$ cat src/rtl/mips_datapath_pc_predict.sv
// Branch resolve-and-predict unit for the pipelined MIPS PC path.
// Evaluates the full MIPS compare set. A pattern history table of
// saturating counters predicts at fetch and is trained at execute.
// Registers the resolved action and the mispredict pulse, and keeps
// saturating branch and mispredict statistics.
module mips_datapath_pc_predict #(
    parameter int INDEX_BITS   = 6,
    parameter int COUNTER_BITS = 2,
    parameter int PC_BITS      = 32,
    parameter int STAT_BITS    = 16
) (
    input  logic                 clock,
    input  logic                 reset,
    input  logic [PC_BITS-1:0]   lookupPc,
    output logic                 lookupTaken,
    input  logic                 resolveValid,
    input  logic [PC_BITS-1:0]   resolvePc,
    input  logic [1:0]           actionIn,
    input  logic [2:0]           condition,
    input  logic                 statusZero,
    input  logic                 statusNegative,
    input  logic                 predictedTaken,
    output logic [1:0]           actionOut,
    output logic                 mispredict,
    output logic [STAT_BITS-1:0] branchCount,
    output logic [STAT_BITS-1:0] missCount
);

    localparam int DEPTH = 1 << INDEX_BITS;

    // Weakly not-taken: the value just below the taken threshold.
    localparam logic [COUNTER_BITS-1:0] CNT_INIT = COUNTER_BITS'((1 << (COUNTER_BITS - 1)) - 1);
    localparam logic [COUNTER_BITS-1:0] CNT_MAX  = '1;
    localparam logic [STAT_BITS-1:0]    STAT_MAX = '1;

    typedef enum logic [1:0] {
        ACT_INC     = 2'd0,
        ACT_BRANCH  = 2'd1,
        ACT_JUMP    = 2'd2,
        ACT_JUMPREG = 2'd3
    } action_e;

    typedef enum logic [2:0] {
        COND_NONE = 3'd0,
        COND_EQ   = 3'd1,
        COND_NE   = 3'd2,
        COND_LTZ  = 3'd3,
        COND_GEZ  = 3'd4,
        COND_LEZ  = 3'd5,
        COND_GTZ  = 3'd6,
        COND_RSVD = 3'd7
    } cond_e;

    // Saturating up/down step of a prediction counter.
    function automatic logic [COUNTER_BITS-1:0] ctr_step(
        input logic [COUNTER_BITS-1:0] c,
        input logic                    up
    );
        if (up) begin
            return (c == CNT_MAX) ? c : c + COUNTER_BITS'(1);
        end
        return (c == '0) ? c : c - COUNTER_BITS'(1);
    endfunction

    // Saturating increment of a statistics counter.
    function automatic logic [STAT_BITS-1:0] stat_inc(input logic [STAT_BITS-1:0] v);
        return (v == STAT_MAX) ? v : v + STAT_BITS'(1);
    endfunction

    logic [COUNTER_BITS-1:0] pht_q [DEPTH];

    logic [1:0]           actionOut_q,   actionOut_d;
    logic                 mispredict_q,  mispredict_d;
    logic [STAT_BITS-1:0] branchCount_q, branchCount_d;
    logic [STAT_BITS-1:0] missCount_q,   missCount_d;
    logic [COUNTER_BITS-1:0] ctr_d;

    logic [INDEX_BITS-1:0] lookupIdx;
    logic [INDEX_BITS-1:0] resolveIdx;
    logic                  taken;
    logic                  condBranch;
    logic [1:0]            resolvedAction;

    // Upper PC bits and the byte offset do not take part in indexing.
    logic unused_pc_bits;
    assign unused_pc_bits = ^{lookupPc[PC_BITS-1:INDEX_BITS+2], lookupPc[1:0],
                              resolvePc[PC_BITS-1:INDEX_BITS+2], resolvePc[1:0]};

    assign lookupIdx  = lookupPc[INDEX_BITS+1:2];
    assign resolveIdx = resolvePc[INDEX_BITS+1:2];

    // Prediction reads registered table state, so same-cycle training is not visible yet.
    assign lookupTaken = pht_q[lookupIdx][COUNTER_BITS-1];

    // Condition evaluation over the ALU zero/sign flags.
    always_comb begin
        taken = 1'b0;
        case (cond_e'(condition))
            COND_NONE: taken = 1'b1;
            COND_EQ:   taken = statusZero;
            COND_NE:   taken = !statusZero;
            COND_LTZ:  taken = statusNegative;
            COND_GEZ:  taken = !statusNegative;
            COND_LEZ:  taken = statusNegative | statusZero;
            COND_GTZ:  taken = !statusNegative & !statusZero;
            default:   taken = 1'b0;
        endcase
    end

    // Action resolution, training value and statistics next-state.
    always_comb begin
        resolvedAction = actionIn;
        if (actionIn == ACT_BRANCH && !taken) begin
            resolvedAction = ACT_INC;
        end

        condBranch = resolveValid && (actionIn == ACT_BRANCH) && (condition != COND_NONE);

        actionOut_d   = resolveValid ? resolvedAction : ACT_INC;
        mispredict_d  = condBranch && (taken != predictedTaken);
        ctr_d         = ctr_step(pht_q[resolveIdx], taken);
        branchCount_d = branchCount_q;
        missCount_d   = missCount_q;
        if (condBranch) begin
            branchCount_d = stat_inc(branchCount_q);
            if (mispredict_d) begin
                missCount_d = stat_inc(missCount_q);
            end
        end
    end

    // Output/statistics registers; reset discards any resolve in the same cycle.
    always_ff @(posedge clock) begin
        if (!reset) begin
            actionOut_q   <= ACT_INC;
            mispredict_q  <= 1'b0;
            branchCount_q <= '0;
            missCount_q   <= '0;
        end else begin
            actionOut_q   <= actionOut_d;
            mispredict_q  <= mispredict_d;
            branchCount_q <= branchCount_d;
            missCount_q   <= missCount_d;
        end
    end

    // Pattern history table: whole-table clear on reset, single-entry training otherwise.
    always_ff @(posedge clock) begin
        if (!reset) begin
            for (int i = 0; i < DEPTH; i++) begin
                pht_q[i] <= CNT_INIT;
            end
        end else if (condBranch) begin
            pht_q[resolveIdx] <= ctr_d;
        end
    end

    assign actionOut   = actionOut_q;
    assign mispredict  = mispredict_q;
    assign branchCount = branchCount_q;
    assign missCount   = missCount_q;

endmodule

$ cat config.mk
export PLATFORM = sky130hd
export DESIGN_NAME = mips_datapath_pc_predict
export DESIGN_NICKNAME = d
export VERILOG_FILES = /design/src/rtl/mips_datapath_pc_predict.sv
export SDC_FILE = /design/constraint.sdc
export NUM_CORES = 1
export LEC_CHECK = 0
export BUFFER_PORTS_ARGS = -buffer_cell sky130_fd_sc_hd__clkbuf_2
export CAP_MARGIN = 5
export CORE_MARGIN = 1
export CORE_UTILIZATION = 45
export CTS_BUF_LIST = sky130_fd_sc_hd__clkbuf_8
export DETAILED_ROUTE_END_ITERATION = 8
export PLACE_DENSITY = 0.67
export REMOVE_ABC_BUFFERS = 1
export SETUP_SLACK_MARGIN = 0.2
export SYNTH_ARGS = -nofsm -noshare
export SYNTH_HDL_FRONTEND = slang
export SYNTH_SLANG_ARGS = --single-unit
$ cat constraint.sdc
create_clock -name clock -period 6.8 [get_ports clock]
set_input_delay 1.7 -clock clock [delete_from_list [all_inputs] [get_ports clock]]
set_output_delay 1.7 -clock clock [all_outputs]
set_load 0.01 [all_outputs]
-- After elaboration in Yosys (flattened, before gate mapping)
Memories as Yosys holds them, arrays and structs flattened.
Cells that the tools add are included.
- bitwise operators: 6
- eq/ne operators: 11
- multiplexer cells: 13
- add/subtract/negate cells: 4
- reductions and logical operators: 14
- operators with widths (cell ; number):
    $add 16x1->16 const B ; 2
    $eq 16x16->1 const B ; 2
    $mux 2 ; 5
    $eq 3x3->1 const B ; 3
    $pmux 1 s7 ; 1
    $eq 3x2->1 const B ; 2
    $mux 1 ; 6
    $mux 6 ; 1
    $logic_and 1x1->1 ; 4
    $not 1->1 ; 4
    $eq 3x1->1 const B ; 1
    $logic_not 1->1 ; 3
    $logic_not 3->1 ; 1
    $reduce_and 3->1 ; 1
    $reduce_bool 3->1 ; 1
    $reduce_or 3->1 ; 1
    $add 2x1->2 const B ; 1
    $eq 2x1->1 const B ; 1
    $eq 2x2->1 const B ; 1
    $logic_not 2->1 ; 1
    $reduce_and 2->1 ; 1
    $reduce_or 2->1 ; 1
    $sub 2x1->2 const B ; 1
    $and 1x1->1 ; 1
    2 further kinds ; 2
- word-level logic and storage cells: 53
- memories kept: 1
- output and inout bits: 36
- bits in writable memories: 128
- register bits: 35
- memory list (memory ; words ; width ; read ports ; clocked after Yosys merged registers in ; write ports ; line ; RTL):
    pht_q ; 64 ; 2 ; 2 ; 0 ; 64 ; 70 ; logic [COUNTER_BITS-1:0] pht_q [DEPTH];

-- Logic depth before layout (Yosys ltp)
Gate-level depths: netlist of run 1.
- depth in word-level cells: 8
- mapped depth: 12
- mapped depth without buffers: 8

-- Least setup slack after synthesis of run 1
Ideal clock, no wire load.
- path type: input -> output
- from: input lookupPc[2]
- to: output lookupTaken
- stages on the path: 5
- path slack: 0.960 ns
- buffers on the path: 2
- arrival time: 4.140 ns
- cell sequence: clkbuf_1 -> buf_1 -> mux4_2 -> mux4_2 -> mux4_2
- cells in the longest elaborated chain, start to end: 1
- RTL lines (what ; line ; RTL):
    from (decl) ; 14 ; input logic [PC_BITS-1:0] lookupPc,
    $mem_v2 64x2 ; - ;
    to (decl) ; 15 ; output logic lookupTaken,
No other way between the ends.

-- Worst setup path in the final report of run 1
Same ends and word-level chain as after synthesis.

==> impl_metrics.json, run 1 <==
{
  "worstPathArrival_ns": 3.96,
  "ff_latch_area_mm2": 0.00454,
  "use_met1_pct": 28.4,
  "finalHoldViolations": 0,
  "seq_power_share_pct": 53.4,
  "placed_area_mm2": 0.00891,
  "drv_slew": 0,
  "netlist_top_cells_count": "149 x nand2_1, 128 x edfxtp_1, 96 x nor2_1, 83 x nand3_1, 39 x clkbuf_1",
  "pwr-share-clk_pct": 35.4,
  "clkLatencyLatePin_ns": 0.47,
  "worstPathRequired_ns": 5.10,
  "synth-seq-cells": 163,
  "fin_crit_ns": 5.66,
  "avgSynthCellArea_um2": 10.5,
  "cts_buffer_depth": 2,
  "num_vias": 6443,
  "die_w_um": 140,
  "ys_async_sr_fraction_pct": 0,
  "power_density_mw_per_mm2": 221,
  "cts-root-buf": "clkbuf_8",
  "ys_top_cells_by_area": "edfxtp_1 45%, dfxtp_1 8.2%, mux4_2 7.1%",
  "met3_usage_pct": 4.27,
  "min_path_type": "reg -> reg",
  "status": "completed",
  "fp.dieArea_mm2": 0.0195,
  "synth_cells": 813,
  "fin_nets": 915,
  "grt_pass1_wl_mm": 32.6,
  "cts_sinks": 163,
  "synth_edf_count": 128,
  "crit_type": "in -> out",
  "fmax_ghz": 0.177,
  "tightest_slew_ns": 1.23,
  "critPathMaxFanout": 16,
  "yosysMostFrequentCell": "nand2_1",
  "dp_hpwl_mm": 13.7,
  "drv_cap": 0,
  "wire_per_inst_um": 19.2,
  "p_int_mw": 1.50,
  "cts_resized": 0,
  "grt_pass1_vias": 6011,
  "fin_crit_sh_pct": 83.2,
  "fin_area_mm2": 0.00931,
  "slew_headroom_pct": 18.0,
  "totalNegativeSetupSlack_ns": 0,
  "num_rows": 49,
  "first_iter_violations": 625,
  "yosysTopAreaCell": "edfxtp_1",
  "synth_top_area_share_pct": 45.1,
  "grt_max_degree": 63,
  "port_buffers": 58,
  "ys.flop_type": "edfxtp_1",
  "vias_per_cell": 5.97,
  "grt_use_met2_pct": 36.0,
  "drive_gt1_share_pct": 17.6,
  "drc": 0,
  "grtUsageTotal_pct": 22.0,
  "io-pin-count": 111,
  "switchingPower_uw": 561,
  "ir_drop_uv": 142,
  "drt_wl_total_mm": 20.8,
  "worstSetupEndpointType": "output port",
  "grt.busiest_layer": "met2",
  "hold_buffers": 0,
  "cts_buffers": 17,
  "design.core.area_mm2": 0.0183,
  "die_h_um": 140,
  "ys_seq_area_share_pct": 53.3,
  "p_leak_nw": 3.21,
  "h-tree-depth": 4,
  "cts.clk_slew.worst_paths_ns": 0.09,
  "antenna_left": 0,
  "setup.worst_path.start_class": "input port",
  "post_cts_buffers": 0,
  "num_antenna_cells": 0,
  "finalSetupViolations": 0,
  "p_comb_share_pct": 11.2,
  "dr.pass1.iters": 5,
  "swShare_pct": 27.2,
  "multi_input_area_mm2": 0.00360,
  "n_fill_cell": 1661,
  "antenna_found_initial": 0,
  "initial_core_util_pct": 46.6,
  "synth_area_mm2": 0.00852,
  "yosysUniqueCellTypes": 60,
  "rsz0062_at_grt": "no",
  "yosysWarnings": 0,
  "cts_tree": "done",
  "fin_skew_ns": 0.0168,
  "overflow": 0,
  "gp_congestion": 0.866,
  "area_growth_pct": 9.27
}
final timing paths:
| check | cells past startpoint | endpoint | slack [ns] | from |
|---|---|---|---|---|
| max reg2reg | 8 | pht_q[54][0]$_SDFFCE_PN1P_ | 3.75 | pht_q[45][1]$_SDFFCE_PN0P_ |
| min | 2 | branchCount[11]$_SDFFE_PN0P_ | 0.54 | branchCount[11]$_SDFFE_PN0P_ |
| min reg2reg | 2 | branchCount[11]$_SDFFE_PN0P_ | 0.54 | branchCount[11]$_SDFFE_PN0P_ |
| max | 5 | lookupTaken | 1.14 | lookupPc[2] |
power groups by stage:
| stage | Combinational, mW | Sequential (mW) | Clock (mW) |
|---|---|---|---|
| after global routing | 0.248 | 1.10 | 0.773 |
| after CTS | 0.231 | 1.10 | 0.741 |
| after global placement | 0.227 | 1.12 | 0 |
| final | 0.231 | 1.10 | 0.729 |
| after detailed placement | 0.230 | 1.12 | 0 |
| after floorplan | 0.127 | 1.12 | 0 |
cell families after synthesis:
kind of cell | Yosys count | share of synthesized area, %
buffers and inverters | 81 | 4.58
adder cells (fa/ha/maj) | 4 | 0.543
XOR/XNOR | 18 | 1.85
AO/OA/AOI/OAI | 92 | 7.97
multiplexers | 56 | 10.7
flip-flops | 163 | 53.3
AND/OR/NAND/NOR | 399 | 21.0
flip-flops by register name, summed over array words and instances (netlist names):
register,flops
actionOut,2
missCount,16
mispredict,1
pht_q,128
branchCount,16
final cells by class:
type                    instances  share of cell area, %
flip-flops and latches        163                   48.8
multi-input cells             569                   38.7
repair buffers                 76                   4.70
well taps                     229                   3.08
clock buffers                  17                   2.51
clock inverters                15                   1.76
inverters                      11                  0.444
critical path: stages:
cell      delay (ns)
clkbuf_2        0.51
mux4_2          0.59
mux4_2          0.54
mux4_2          0.47
clkbuf_2        0.14
metal layers:
layer,part of all wire [%],vias to the layer above
met5,0,-
met4,2.9,0
met3,6.5,38
met2,48,247
met1,43,3133
li1,-,3025
cells in the final DEF, fill, tap and decap left out, types with 17 or more instances in the layout:
cell	Yosys	final
edfxtp_1	128	128
mux4_2	27	27
mux2i_1	21	21
dfxtp_1	35	35
nor2_1	96	96
clkbuf_8	0	17
nand3_1	83	83
buf_4	1	17
clkbuf_2	0	58
nand2_1	149	149
per-stage QoR:
step | worst slack [ns] | utilization (%) | cells | power [mW] | hold slack (ns)
CTS | 1.14 | 51.0 | 1080 | 2.07 | 0.542
finish | 1.14 | 51.0 | 1080 | 2.06 | 0.539
floorplan | 1.98 | - | 743 | 1.24 | 0.523
global placement | 1.13 | 48.8 | 1048 | 1.35 | 0.509
detailed placement | 1.14 | 48.8 | 1048 | 1.35 | 0.527
global route | 1.06 | 51.0 | 1080 | 2.12 | 0.565
No activity file was read; power rests on OpenSTA's default activity.
==> run 2: changes to the inputs <==
- clock period: 6.8 -> 5.7 ns (I/O delays scaled with it)
==> run 2 against run 1 <==
Net effect: non-clock buffer count grew 6; setup slack got worse by 0.51 ns; global-route usage rose by 0.37 points; flip-flop and latch count did not move; wire length is essentially flat; critical endpoint unchanged; worst hold slack got worse by 0.0070 ns; sequential share of layout area fell by 0.48 points; critical path depth increased by 1.
==> impl_metrics.json, run 2 (same netlist as run 1, synthesis figures left out) <==
{
  "status": "completed",
  "grt_max_degree": 45,
  "power_density_mw_per_mm2": 267,
  "grt_pass1_vias": 6089,
  "post_cts_buffers": 0,
  "worstSetupEndpointType": "output port",
  "finalSetupViolations": 0,
  "rsz0062_at_grt": "no",
  "regMostFlops": "pht_q",
  "num_rows": 49,
  "placed_area_mm2": 0.00897,
  "largest_register_ff_count": 128,
  "cts_tree": "done",
  "antenna_left": 0,
  "setup.worst_path.start_class": "input port",
  "drv_cap": 0,
  "min_to": "branchCount[11]$_SDFFE_PN0P_",
  "overflow": 0,
  "n_fill_cell": 1613,
  "drv_slew": 0,
  "utilization_pct": 51.5,
  "fmax_ghz": 0.197,
  "grt_pass1_wl_mm": 33.1,
  "area_growth_pct": 10.4,
  "design.core.area_mm2": 0.0183,
  "cts_buffer_depth": 2,
  "first_iter_violations": 630,
  "crit_type": "in -> out",
  "worstPathRequired_ns": 4.28,
  "io-pin-count": 111,
  "hold_start": "branchCount[11]$_SDFFE_PN0P_",
  "wire_per_inst_um": 19.1,
  "fp.dieArea_mm2": 0.0195,
  "die_w_um": 140,
  "initial_core_util_pct": 46.6,
  "final_cell_mix": "149 x nand2_1, 128 x edfxtp_1, 96 x nor2_1",
  "port_buffers": 58,
  "cts-root-buf": "clkbuf_8",
  "num_antenna_cells": 0,
  "num_vias": 6469,
  "vias_per_cell": 5.96,
  "worstPathArrival_ns": 3.64,
  "fin_nets": 921,
  "r2r-start": "pht_q[59][0]$_SDFFCE_PN1P_",
  "grtUsageTotal_pct": 22.4,
  "dr.pass1.iters": 5,
  "cts_resized": 0,
  "min_path_type": "reg -> reg",
  "gp_congestion": 0.845,
  "crit_path_start": "lookupPc[2]",
  "fin_skew_ns": 0.0134,
  "slew_headroom_pct": 23.2,
  "tightest_slew_ns": 1.15,
  "holdPathStages": 2,
  "layout_commonest_cell": "nand2_1",
  "h-tree-depth": 4,
  "fin_crit_sh_pct": 88.9,
  "fin_crit_ns": 5.07,
  "critPathMaxFanout": 9,
  "ir_drop_uv": 150,
  "fin_area_mm2": 0.00940,
  "timing.rr.end": "pht_q[57][0]$_SDFFCE_PN1P_",
  "drc": 0,
  "drive_gt1_share_pct": 18.0,
  "rr_worst_depth": 7,
  "totalNegativeSetupSlack_ns": 0,
  "worst-r2r-setup-slack_ns": 2.94,
  "die_h_um": 140,
  "clkLatencyLatePin_ns": 0.46,
  "cts_sinks": 163,
  "finalHoldViolations": 0,
  "cts.clk_slew.worst_paths_ns": 0.08,
  "antenna_found_initial": 0,
  "hold_buffers": 0,
  "dp_hpwl_mm": 14.1,
  "drt_wl_total_mm": 20.8,
  "cts_buffers": 17,
  "p_leak_nw": 3.26
}
==> run 2: worst max-delay path, cell delays in order <==
cell and delay (ns):
clkbuf_2 0.34, buf_12 0.20, mux4_2 0.52, mux4_2 0.52, mux4_2 0.49, clkbuf_2 0.14
==> run 2: how the worst max path moves through the flow <==
stage,end,slack (ns),cells past startpoint
finish,lookupTaken,0.63,6
CTS,lookupTaken,0.62,6
global placement,lookupTaken,0.64,6
global route,lookupTaken,0.57,6
detailed placement,lookupTaken,0.62,6
floorplan,pht_q[0][1]$_SDFFCE_PN0P_,1.33,7
==> run 2: layout make-up <==
type | count | area (um2) | share of cell area, %
Clock buffer | 18 | 248 | 2.64
Sequential cell | 163 | 4540 | 48.3
Timing Repair Buffer | 82 | 495 | 5.27
Tap cell | 229 | 287 | 3.05
Clock inverter | 14 | 185 | 1.97
Inverter | 11 | 41.3 | 0.439
Multi-Input combinational cell | 569 | 3600 | 38.3
==> run 2: power by group <==
| part | switching [mW] | internal (mW) | total [mW] |
|---|---|---|---|
| Sequential | 0.0139 | 1.30 | 1.31 |
| Clock | 0.435 | 0.488 | 0.923 |
| Combinational | 0.187 | 0.0919 | 0.279 |
| Total | 0.636 | 1.88 | 2.51 |
==> run 2: stage by stage <==
stage	cells	setup WS, ns	hold slack [ns]	total power [mW]
2_1_floorplan	743	1.33	0.523	1.48
3_3_place_gp	1054	0.642	0.507	1.61
3_5_place_dp	1054	0.625	0.515	1.62
4_1_cts	1086	0.621	0.534	2.53
5_1_grt	1086	0.566	0.559	2.60
6_report	1086	0.634	0.532	2.51
==> run 2: layer usage <==
layer / up-vias / track usage, % / share of wire, %
met4: 0 / 7.46 / 1.8
met3: 26 / 4.51 / 6.4
met5: - / 0 / 0
met2: 238 / 36.3 / 49
met1: 3174 / 30.1 / 43
li1: 3031 / - / -
==> run 3: changes to the inputs <==
- BUFFER_PORTS_ARGS: -buffer_cell sky130_fd_sc_hd__clkbuf_2 -> -buffer_cell sky130_fd_sc_hd__buf_2
- CTS_CLUSTER_DIAMETER: default -> 120
==> run 3 against run 2 <==
Net effect: global-route usage fell by 0.27 points; worst hold slack got worse by 0.0036 ns; sequential share of layout area rose by 0.27 points; non-clock buffer count did not move; register-to-register slack barely moved; utilization fell by 0.28 points; clock power fell by 5.4%; power fell by 2.2%; design area fell by 0.55%; setup slack got worse by 0.0081 ns; largest cell class unchanged.
==> impl_metrics.json, run 3 (same netlist as run 1, synthesis figures left out) <==
{
  "overflow": 0,
  "fmax_ghz": 0.197,
  "h-tree-depth": 4,
  "worstPathArrival_ns": 3.65,
  "cts_buffers": 17,
  "drv_cap": 0,
  "layout_commonest_cell": "nand2_1",
  "placed_area_mm2": 0.00894,
  "finalHoldViolations": 0,
  "cts_buffer_depth": 2,
  "grt_use_met2_pct": 35.7,
  "grt.busiest_layer": "met2",
  "regMostFlops": "pht_q",
  "p_comb_share_pct": 11.1,
  "fin_skew_ns": 0.0184,
  "finalSetupViolations": 0,
  "rsz0062_at_grt": "no",
  "grt_max_degree": 49,
  "hold_buffers": 0,
  "fin_crit_ns": 5.07,
  "num_rows": 49,
  "io-pin-count": 111,
  "dr.pass1.iters": 5,
  "switchingPower_uw": 633,
  "crit_type": "in -> out",
  "fp.dieArea_mm2": 0.0195,
  "tightest_slew_ns": 1.25,
  "gp_congestion": 0.866,
  "vias_per_cell": 6.00,
  "area_growth_pct": 9.75,
  "drt_wl_total_mm": 20.8,
  "num_antenna_cells": 0,
  "worstSetupEndpointType": "output port",
  "dp_hpwl_mm": 13.9,
  "wire_per_inst_um": 19.1,
  "use_met1_pct": 27.9,
  "die_h_um": 140,
  "grt_pass1_wl_mm": 32.5,
  "fin_nets": 921,
  "p_int_mw": 1.83,
  "fin_crit_sh_pct": 89.0,
  "n_fill_cell": 1610,
  "largest_register_ff_count": 128,
  "cts_resized": 0,
  "power_mw": 2.46,
  "pwr-share-clk_pct": 35.5,
  "totalNegativeSetupSlack_ns": 0,
  "cts.clk_slew.worst_paths_ns": 0.08,
  "grt_pass1_vias": 6122,
  "slew_headroom_pct": 16.4,
  "antenna_found_initial": 0,
  "final_cell_mix": "149 x nand2_1, 128 x edfxtp_1, 96 x nor2_1",
  "drc": 0,
  "die_w_um": 140,
  "first_iter_violations": 715,
  "initial_core_util_pct": 46.6,
  "min_path_type": "reg -> reg",
  "fin_area_mm2": 0.00935,
  "grtUsageTotal_pct": 22.1,
  "drv_slew": 0,
  "met3_usage_pct": 6.30,
  "design.core.area_mm2": 0.0183,
  "ir_drop_uv": 155,
  "cts_tree": "done",
  "antenna_left": 0,
  "setup.worst_path.start_class": "input port",
  "p_leak_nw": 3.26,
  "num_vias": 6513,
  "critPathMaxFanout": 16,
  "port_buffers": 58,
  "drive_gt1_share_pct": 18.0,
  "worstPathRequired_ns": 4.28,
  "seq_power_share_pct": 53.4,
  "clkLatencyLatePin_ns": 0.47,
  "utilization_pct": 51.2,
  "power_density_mw_per_mm2": 263,
  "post_cts_buffers": 0,
  "cts-root-buf": "clkbuf_8",
  "swShare_pct": 25.7,
  "status": "completed",
  "cts_sinks": 163
}
[run 3: path summary, 6_finish.rpt]
check        depth (start not counted)                          end                         from  slack (ns)
min reg2reg                          2  branchCount[7]$_SDFFE_PN0P_  branchCount[7]$_SDFFE_PN0P_        0.53
max                                  5                  lookupTaken                  lookupPc[2]        0.63
min                                  2  branchCount[7]$_SDFFE_PN0P_  branchCount[7]$_SDFFE_PN0P_        0.53
max reg2reg                          7   pht_q[32][0]$_SDFFCE_PN1P_   pht_q[59][0]$_SDFFCE_PN1P_        2.95
[run 3: power groups by stage]
| stage | Sequential, mW | Clock (mW) | Combinational, mW |
|---|---|---|---|
| after global placement | 1.34 | 0 | 0.268 |
| final | 1.31 | 0.873 | 0.274 |
| after floorplan | 1.33 | 0 | 0.151 |
| after global routing | 1.31 | 0.936 | 0.295 |
| after detailed placement | 1.34 | 0 | 0.271 |
| after CTS | 1.31 | 0.888 | 0.272 |
[run 3: critical path, cell delays in order]
cell,delay [ns]
buf_2,0.47
mux4_2,0.59
mux4_2,0.54
mux4_2,0.47
buf_2,0.15
[run 3: routing by layer]
| layer | wire length [um] | vias up | part of all wire [%] |
|---|---|---|---|
| met3 | 1470 | 58 | 7.1 |
| li1 | - | 3036 | - |
| met2 | 9980 | 263 | 48 |
| met1 | 8720 | 3156 | 42 |
| met5 | 0 | - | 0 |
| met4 | 586 | 0 | 2.8 |
[run 3: cell type report]
cell class | count | area (um2) | share of cell area [%]
clock buffers | 18 | 248 | 2.65
multi-input cells | 569 | 3600 | 38.5
inverters | 11 | 41.3 | 0.442
repair buffers | 82 | 470 | 5.03
flip-flops and latches | 163 | 4540 | 48.6
well taps | 229 | 287 | 3.06
clock inverters | 14 | 159 | 1.70
[run 3: stage by stage]
step	std cells	hold slack [ns]	worst slack [ns]
floorplan	743	0.523	1.33
global placement	1054	0.503	0.637
detailed placement	1054	0.517	0.621
CTS	1086	0.534	0.621
global route	1086	0.574	0.547
finish	1086	0.528	0.626
